==> src/rtl/env_evaporator_if.sv <==
// Environment-store access port shared by the evaporator (master) and the store (slave).
// Lookup data is combinational from the lookup address; writes commit on the next clock edge.
interface env_evaporator_if #(
    parameter int X_bits      = 10,
    parameter int Y_bits      = 9,
    parameter int SIGNAL_bits = 4
);
    logic                   bus_req;
    logic                   bus_grant;
    logic [X_bits-1:0]      lookup_X;
    logic [Y_bits-1:0]      lookup_Y;
    logic [SIGNAL_bits-1:0] lookup_signal;
    logic                   lookup_sugar;
    logic [X_bits-1:0]      write_X;
    logic [Y_bits-1:0]      write_Y;
    logic                   write_flag;
    logic [SIGNAL_bits-1:0] write_signal;
    logic                   write_sugar;

    modport master (
        output bus_req, lookup_X, lookup_Y, write_X, write_Y,
               write_flag, write_signal, write_sugar,
        input  bus_grant, lookup_signal, lookup_sugar
    );

    modport slave (
        input  bus_req, lookup_X, lookup_Y, write_X, write_Y,
               write_flag, write_signal, write_sugar,
        output bus_grant, lookup_signal, lookup_sugar
    );
endinterface

==> src/rtl/env_evaporator.sv <==
// Sweeps every environment cell in row-major order, reading its signal and writing it back
// reduced by DECAY (floored at zero); sugar is carried through unchanged.
module env_evaporator #(
    parameter int                     PIXELS_X    = 640,
    parameter int                     PIXELS_Y    = 480,
    parameter int                     X_bits      = 10,
    parameter int                     Y_bits      = 9,
    parameter int                     SIGNAL_bits = 4,
    parameter logic [SIGNAL_bits-1:0] DECAY       = 1
) (
    input  logic              newLocClock,
    input  logic              RESET_SIM,
    input  logic              start,
    output logic              busy,
    output logic              done,
    env_evaporator_if.master  bus
);
    typedef enum logic [1:0] {IDLE, READ, WRITE, DONE} state_t;

    localparam logic [X_bits-1:0] X_LAST = X_bits'(PIXELS_X - 1);
    localparam logic [Y_bits-1:0] Y_LAST = Y_bits'(PIXELS_Y - 1);

    state_t                 state_q, state_d;
    logic [X_bits-1:0]      x_q, x_d;
    logic [Y_bits-1:0]      y_q, y_d;
    logic [SIGNAL_bits-1:0] sig_q, sig_d;
    logic                   sug_q, sug_d;
    logic                   busy_q, busy_d;
    logic                   done_q, done_d;

    function automatic logic [SIGNAL_bits-1:0] sat_sub(
        input logic [SIGNAL_bits-1:0] a,
        input logic [SIGNAL_bits-1:0] b
    );
        logic signed [SIGNAL_bits:0] diff;
        diff = $signed({1'b0, a}) - $signed({1'b0, b});
        return (diff < 0) ? '0 : diff[SIGNAL_bits-1:0];
    endfunction

    always_comb begin
        state_d = state_q;
        x_d     = x_q;
        y_d     = y_q;
        sig_d   = sig_q;
        sug_d   = sug_q;
        case (state_q)
            IDLE: begin
                if (start) begin
                    state_d = READ;
                    x_d     = '0;
                    y_d     = '0;
                end
            end
            READ: begin
                if (bus.bus_grant) begin
                    sig_d   = bus.lookup_signal;
                    sug_d   = bus.lookup_sugar;
                    state_d = WRITE;
                end
            end
            WRITE: begin
                // Losing the grant here means the cell may have changed: go back and re-read it.
                state_d = READ;
                if (bus.bus_grant) begin
                    if (x_q == X_LAST) begin
                        x_d = '0;
                        if (y_q == Y_LAST) begin
                            y_d     = '0;
                            state_d = DONE;
                        end else begin
                            y_d = y_q + Y_bits'(1);
                        end
                    end else begin
                        x_d = x_q + X_bits'(1);
                    end
                end
            end
            DONE:    state_d = IDLE;
            default: state_d = IDLE;
        endcase
        busy_d = (state_d == READ) || (state_d == WRITE);
        done_d = (state_d == DONE);
    end

    always_ff @(posedge newLocClock) begin
        if (!RESET_SIM) begin
            state_q <= IDLE;
            x_q     <= '0;
            y_q     <= '0;
            sig_q   <= '0;
            sug_q   <= 1'b0;
            busy_q  <= 1'b0;
            done_q  <= 1'b0;
        end else begin
            state_q <= state_d;
            x_q     <= x_d;
            y_q     <= y_d;
            sig_q   <= sig_d;
            sug_q   <= sug_d;
            busy_q  <= busy_d;
            done_q  <= done_d;
        end
    end

    assign busy             = busy_q;
    assign done             = done_q;
    assign bus.bus_req      = busy_q;
    assign bus.lookup_X     = x_q;
    assign bus.lookup_Y     = y_q;
    assign bus.write_X      = x_q;
    assign bus.write_Y      = y_q;
    assign bus.write_flag   = (state_q == WRITE) && bus.bus_grant;
    assign bus.write_signal = sat_sub(sig_q, DECAY);
    assign bus.write_sugar  = sug_q;
endmodule

==> src/flat_wrapper.sv <==
// flat-port wrapper written by rule: the top's interface ports become plain ports
module env_evaporator_flat 
#(
    parameter int                     PIXELS_X    = 640,
    parameter int                     PIXELS_Y    = 480,
    parameter int                     X_bits      = 10,
    parameter int                     Y_bits      = 9,
    parameter int                     SIGNAL_bits = 4,
    parameter logic [SIGNAL_bits-1:0] DECAY       = 1
)
  (newLocClock, RESET_SIM, start, busy, done, bus_bus_req, bus_lookup_X, bus_lookup_Y, bus_write_X, bus_write_Y, bus_write_flag, bus_write_signal, bus_write_sugar, bus_bus_grant, bus_lookup_signal, bus_lookup_sugar);
  env_evaporator_if #(.X_bits(X_bits), .Y_bits(Y_bits), .SIGNAL_bits(SIGNAL_bits)) bus_i ();
  input  logic newLocClock;
  input  logic RESET_SIM;
  input  logic start;
  output logic busy;
  output logic done;
  output wire logic [$bits(bus_i.bus_req)-1:0] bus_bus_req;
  output wire logic [$bits(bus_i.lookup_X)-1:0] bus_lookup_X;
  output wire logic [$bits(bus_i.lookup_Y)-1:0] bus_lookup_Y;
  output wire logic [$bits(bus_i.write_X)-1:0] bus_write_X;
  output wire logic [$bits(bus_i.write_Y)-1:0] bus_write_Y;
  output wire logic [$bits(bus_i.write_flag)-1:0] bus_write_flag;
  output wire logic [$bits(bus_i.write_signal)-1:0] bus_write_signal;
  output wire logic [$bits(bus_i.write_sugar)-1:0] bus_write_sugar;
  input wire logic [$bits(bus_i.bus_grant)-1:0] bus_bus_grant;
  input wire logic [$bits(bus_i.lookup_signal)-1:0] bus_lookup_signal;
  input wire logic [$bits(bus_i.lookup_sugar)-1:0] bus_lookup_sugar;
  assign bus_bus_req = bus_i.bus_req;
  assign bus_lookup_X = bus_i.lookup_X;
  assign bus_lookup_Y = bus_i.lookup_Y;
  assign bus_write_X = bus_i.write_X;
  assign bus_write_Y = bus_i.write_Y;
  assign bus_write_flag = bus_i.write_flag;
  assign bus_write_signal = bus_i.write_signal;
  assign bus_write_sugar = bus_i.write_sugar;
  assign bus_i.bus_grant = bus_bus_grant;
  assign bus_i.lookup_signal = bus_lookup_signal;
  assign bus_i.lookup_sugar = bus_lookup_sugar;
  env_evaporator #(.PIXELS_X(PIXELS_X), .PIXELS_Y(PIXELS_Y), .X_bits(X_bits), .Y_bits(Y_bits), .SIGNAL_bits(SIGNAL_bits), .DECAY(DECAY)) u_core (.newLocClock(newLocClock), .RESET_SIM(RESET_SIM), .start(start), .busy(busy), .done(done), .bus(bus_i));
endmodule
==> config.mk <==
export PLATFORM = sky130hd
export DESIGN_NAME = env_evaporator_flat
export DESIGN_NICKNAME = d
export VERILOG_FILES = /design/src/rtl/env_evaporator_if.sv /design/src/rtl/env_evaporator.sv /design/src/flat_wrapper.sv
export SDC_FILE = /design/constraint.sdc
export NUM_CORES = 1
export LEC_CHECK = 0
export BUFFER_PORTS_ARGS = -buffer_cell sky130_fd_sc_hd__buf_4
export CORE_ASPECT_RATIO = 0.5
export CORE_MARGIN = 1.5
export CORE_UTILIZATION = 39
export DETAILED_ROUTE_END_ITERATION = 16
export PLACE_DENSITY = 0.67
export SETUP_SLACK_MARGIN = 0.1
export SYNTH_ARGS = -nofsm -noshare
export SYNTH_HDL_FRONTEND = slang
export SYNTH_SLANG_ARGS = --single-unit
==> constraint.sdc <==
create_clock -name newLocClock -period 3.9 [get_ports newLocClock]
set_clock_uncertainty 0.1 [all_clocks]
set_input_delay 0.39 -clock newLocClock [delete_from_list [all_inputs] [get_ports newLocClock]]
set_output_delay 0.39 -clock newLocClock [all_outputs]
set_load 0.02 [all_outputs]
==> results.md <==
Die:
- 56 I/O pins were placed.
- The floorplan step defined a die boundary enclosing 4460 sq um.
- In this run the horizontal extent of the chip is 93.0 um.
- The initialized floorplan defines 16 standard-cell rows.
- The die extent in y is 48.0 um.
- For this configuration, the core starts out at a cell density of 40.6%.
- The area of the placeable core is 3880 sq um.

Synth:
- After synthesis the cells add up to 1580 sq um.
- After Yosys synthesis, full adders, half adders and majority gates account for 3.17% of the synthesized area.
- In the synthesized netlist, mux cells make up 5.31% of the area.
- The most used flip-flop cell after synthesis is dfxtp_1.
- The number of enable-type register cells in the synthesized netlist is 0.
- The simple-gate area share of the yosys netlist is 28.9%.
- The average size of a mapped cell is 8.53 sq um.
- After synthesis the netlist holds a flip-flop and latch count of 28.
- The dominant combinational cell family by area after synthesis is simple AND/OR/NAND/NOR gates.
- The count of yosys warnings during synthesis is 0.
- Yosys attributes the largest share of cell area to dfxtp_1 36%, buf_4 10%, mux2i_1 4.4%, nor2_1 3.6%, nand3_1 3.5%.
- The synthesized instance count is 185.
- After synthesis, the share of flip-flops with an asynchronous set or reset is 0%.
- The most common cell in the synthesized netlist is dfxtp_1.
- The cell type with the highest aggregate area in the netlist is dfxtp_1.
- The number of distinct library cells after synthesis is 45.
- By count the netlist is led by 28 x dfxtp_1, 21 x buf_4, 15 x nor2_1, 12 x nand2_1, 11 x nand3_1.
- The XOR/XNOR share of the synthesized area is 3.33%.
- The compound-cell area share of the yosys netlist is 10.9%.
- Of the synthesized area, sequential elements account for 35.5%.
- The share of synthesized area in the top cell type comes to 35.5%.
- The total nets after synthesis is 198.

Drt:
- The number of detailed-routing iterations run before antenna repair is 4.
- The detail-routed via count per cell is 5.24.
- Dividing the detail-routed wire length by the instance count gives 12.7 um.
- For this block, the routed nets add up to 3.45 mm of wire.
- The detail route stage leaves a number of antenna-violating nets equal to 0.
- Detailed routing inserted a total of 1420 vias.
- For this run, design rule violations remaining after detail routing come to 0.
- The first routing iteration left 97 violations.

Job:
- Max-cap violations in this run came to 0.

Critical path:
- The number of cells on the worst reg-to-reg path is 6.
- The endpoint kind of the worst setup timing path is a flop.
- Data arrives at the worst endpoint at 2.31 ns.
- Grouping stages by cell kind, the critical path spends the most delay in simple AND/OR/NAND/NOR gates.
- The most common cell type on the critical path is ha_1.
- The worst register-to-register path ends at u_core.bus.bus_req$_SDFF_PN0_.
- The worst setup path is of the flop to flop kind.
- Among all stages on the critical path, the largest delay is contributed by or4_4.
- Counting both buffers and inverters, the worst setup path holds a total of 0.
- The data required time at the worst endpoint is 3.98 ns.
- Across all register-to-register paths, the minimum setup slack is 1.67 ns.
- The largest stage delay on the critical path is 0.62 ns.
- In this run the worst path has a maximum fanout of 12.
- Traced cell by cell, the critical path runs through ha_1 -> nand2_1 -> or4_4 -> o21ai_1 -> ha_1 -> and2_1.
- The startpoint of the worst-slack reg-to-reg timing path is u_core.bus.lookup_X[0]$_SDFFE_PN0P_.
- STA classifies the critical path startpoint as a flop.

Hold path:
- The endpoint of the worst hold path is u_core.sig_q[0]$_SDFFE_PN0P_.
- The number of instances on the worst hold path is 3.
- The min-delay analysis places its worst path in the category input pin to flop.
- The startpoint of the worst hold path is bus_lookup_signal[0].

GRT:
- After global routing the overflow that remains totals 0.
- The via count of the first global-routing pass is 1170.
- The pin count of the biggest net entering global routing is 16.
- The initial antenna violation count is 0.
- The first-pass GRT wire length is 5.31 mm.
- The all-layer global routing usage is 15.4%.

Final layout:
- 0 antenna diodes ended up in the layout.
- The layout filler cell count is 400.
- In the final layout, the share of cells above drive strength 1 is 30.0%.
- Relative to the synthesized area, the layout overhead comes to 22.7%.
- The count of nets after finishing is 231.

Pwr:
- Net switching is 25.7% of the power.
- The internal power of the cells is 418 uW.
- The peak supply drop is 0.102 mV.
- The completed layout was analyzed and its total power is 562 uW.
- The switching component of the power is 144 uW.
- The leakage power is 0.000832 uW.
- The total power divided by cell area is 290 nW/um^2.
- The clock network power share is 32.5%.
- Sequential cells account for 53.7% of the total power.
- The combinational cell fraction of total power is 13.8%.

CTS:
- In this run the post-CTS setup repair buffer count came out at 0.
- The number of gates resized after cts is 0.
- Clock latency on the worst-skew pair, taken at its later pin, is 0.28 ns.
- The number of hold buffers added after CTS was 0.
- The sink count of the clock tree is 28.
- The clock edge transition at the registers on the reported setup and hold paths is 0.10 ns.
- The clock tree from TritonCTS is done.
- The number of buffers created by CTS is 3.
- The number of buffers between clock root and the deepest sink is 2.
- In this run the number of H-tree levels came out at 1.
- The cell at the root of the clock tree is clkbuf_8.

Timing:
- The number of slew-limit violations in the final report is 0.
- The count of endpoints failing setup in the final report is 0.
- The number of hold violations in the final report is 0.
- Setup repair after global routing left no endpoint under its margin.
- The share of the clock period used by the worst path after layout is 57.2%.
- The relative slew slack is 69.8%.
- The summed negative setup slack over all endpoints is 0 ns.
- The measured slew at the worst slew-check pin is 0.453 ns.
- The achievable clock frequency is 0.449 GHz.
- The smallest clock period supported by the final layout is computed as 2.23 ns.

Placed design:
- During placement, the flow inserted port buffers numbering 55.
- The weighted congestion reported at the end of routability-driven placement is 0.846.
- Summed over all nets, the half-perimeter wirelength after detailed placement is 2.60 mm.

Run status:
- The run finished with clean final reports.
-- state kept, by name, summed over array words and instances (netlist names) --
register                cells
u_core.state_q              2
u_core.sig_q                4
u_core.bus.write_sugar      1
u_core.bus.lookup_X        10
u_core.done                 1
u_core.bus.lookup_Y         9
u_core.bus.bus_req          1
-- stage by stage --
| step | cells | instance area [sq um] | hold slack (ns) | utilization, % | worst slack (ns) |
|---|---|---|---|---|---|
| finish | 271 | 1940 | 0.238 | 49.8 | 1.67 |
| CTS | 271 | 1940 | 0.244 | 49.8 | 1.66 |
| global placement | 267 | 1880 | 0.380 | 48.4 | 1.76 |
| global route | 271 | 1940 | 0.247 | 49.8 | 1.50 |
| floorplan | 185 | 1580 | 0.378 | - | 1.61 |
| detailed placement | 267 | 1880 | 0.400 | 48.4 | 1.69 |
-- power groups by stage --
| stage | sequential (uW) | combinational, uW | clock (uW) |
|---|---|---|---|
| floorplan | 308 | 52.0 | 0 |
| CTS | 302 | 78.6 | 186 |
| detailed placement | 309 | 78.4 | 0 |
| global route | 303 | 86.4 | 197 |
| global placement | 308 | 78.0 | 0 |
| finish | 302 | 77.7 | 183 |
-- placed cells by master (no fill, tap or decap), drive strengths merged, types with 2 or more instances in the layout --
| cell type | Yosys | routed |
|---|---|---|
| and2 | 4 | 4 |
| nand2 | 12 | 12 |
| a31oi | 4 | 4 |
| nor4b | 3 | 3 |
| o21ai | 4 | 4 |
| and4 | 3 | 3 |
| or3b | 2 | 2 |
| nand3 | 11 | 11 |
| or4 | 3 | 3 |
| mux2i | 8 | 8 |
| nor2 | 15 | 15 |
| dfxtp | 28 | 28 |
| clkbuf | 5 | 4 |
| a41oi | 2 | 2 |
| xnor2 | 5 | 5 |
| nand3b | 4 | 4 |
| inv | 5 | 5 |
| a21oi | 6 | 6 |
| or3 | 4 | 4 |
| nor3 | 3 | 3 |
| nand4 | 8 | 8 |
| ha | 4 | 4 |
| buf | 23 | 56 |
| nor3b | 2 | 2 |
| a311oi | 2 | 2 |
| nor4 | 2 | 2 |
-- metal layers --
| metal | GRT usage [%] | part of all wire [%] | vias up |
|---|---|---|---|
| met2 | 26.0 | 46 | 34 |
| met4 | 4.85 | 0.70 | 0 |
| met1 | 20.2 | 47 | 665 |
| li1 | - | - | 719 |
| met5 | 0 | 0 | - |
| met3 | 3.65 | 5.5 | 2 |
-- worst register-to-register path: stages (launching register included) --
cell,delay [ns]
dfxtp_1,0.45
ha_1,0.26
nand2_1,0.12
or4_4,0.62
o21ai_1,0.20
ha_1,0.25
and2_1,0.15
-- worst max path at each step --
| stage | cells after the start | endpoint | startpoint |
|---|---|---|---|
| floorplan | 7 | u_core.bus.bus_req$_SDFF_PN0_ | u_core.bus.lookup_X[0]$_SDFFE_PN0P_ |
| global placement | 6 | u_core.bus.bus_req$_SDFF_PN0_ | u_core.bus.lookup_X[0]$_SDFFE_PN0P_ |
| detailed placement | 6 | u_core.bus.bus_req$_SDFF_PN0_ | u_core.bus.lookup_X[0]$_SDFFE_PN0P_ |
| CTS | 6 | u_core.bus.bus_req$_SDFF_PN0_ | u_core.bus.lookup_X[0]$_SDFFE_PN0P_ |
| global route | 6 | u_core.bus.bus_req$_SDFF_PN0_ | u_core.bus.lookup_X[0]$_SDFFE_PN0P_ |
| finish | 6 | u_core.bus.bus_req$_SDFF_PN0_ | u_core.bus.lookup_X[0]$_SDFFE_PN0P_ |
-- area by class of cell --
type	instances	area (sq um)	share of cell area (%)
Clock buffer	4	55.1	2.84
Inverter	5	18.8	0.970
Multi-Input combinational cell	124	813	42.0
Sequential cell	28	561	29.0
Tap cell	54	67.6	3.49
Timing Repair Buffer	56	420	21.7
-- kinds of logic after synthesis --
family / count (synthesis)
multiplexers: 8
XOR/XNOR: 6
flip-flops: 28
AND/OR/NAND/NOR: 80
AO/OA/AOI/OAI: 26
buffers and inverters: 33
adder cells (fa/ha/maj): 4
No activity file was read; power rests on OpenSTA's default activity.
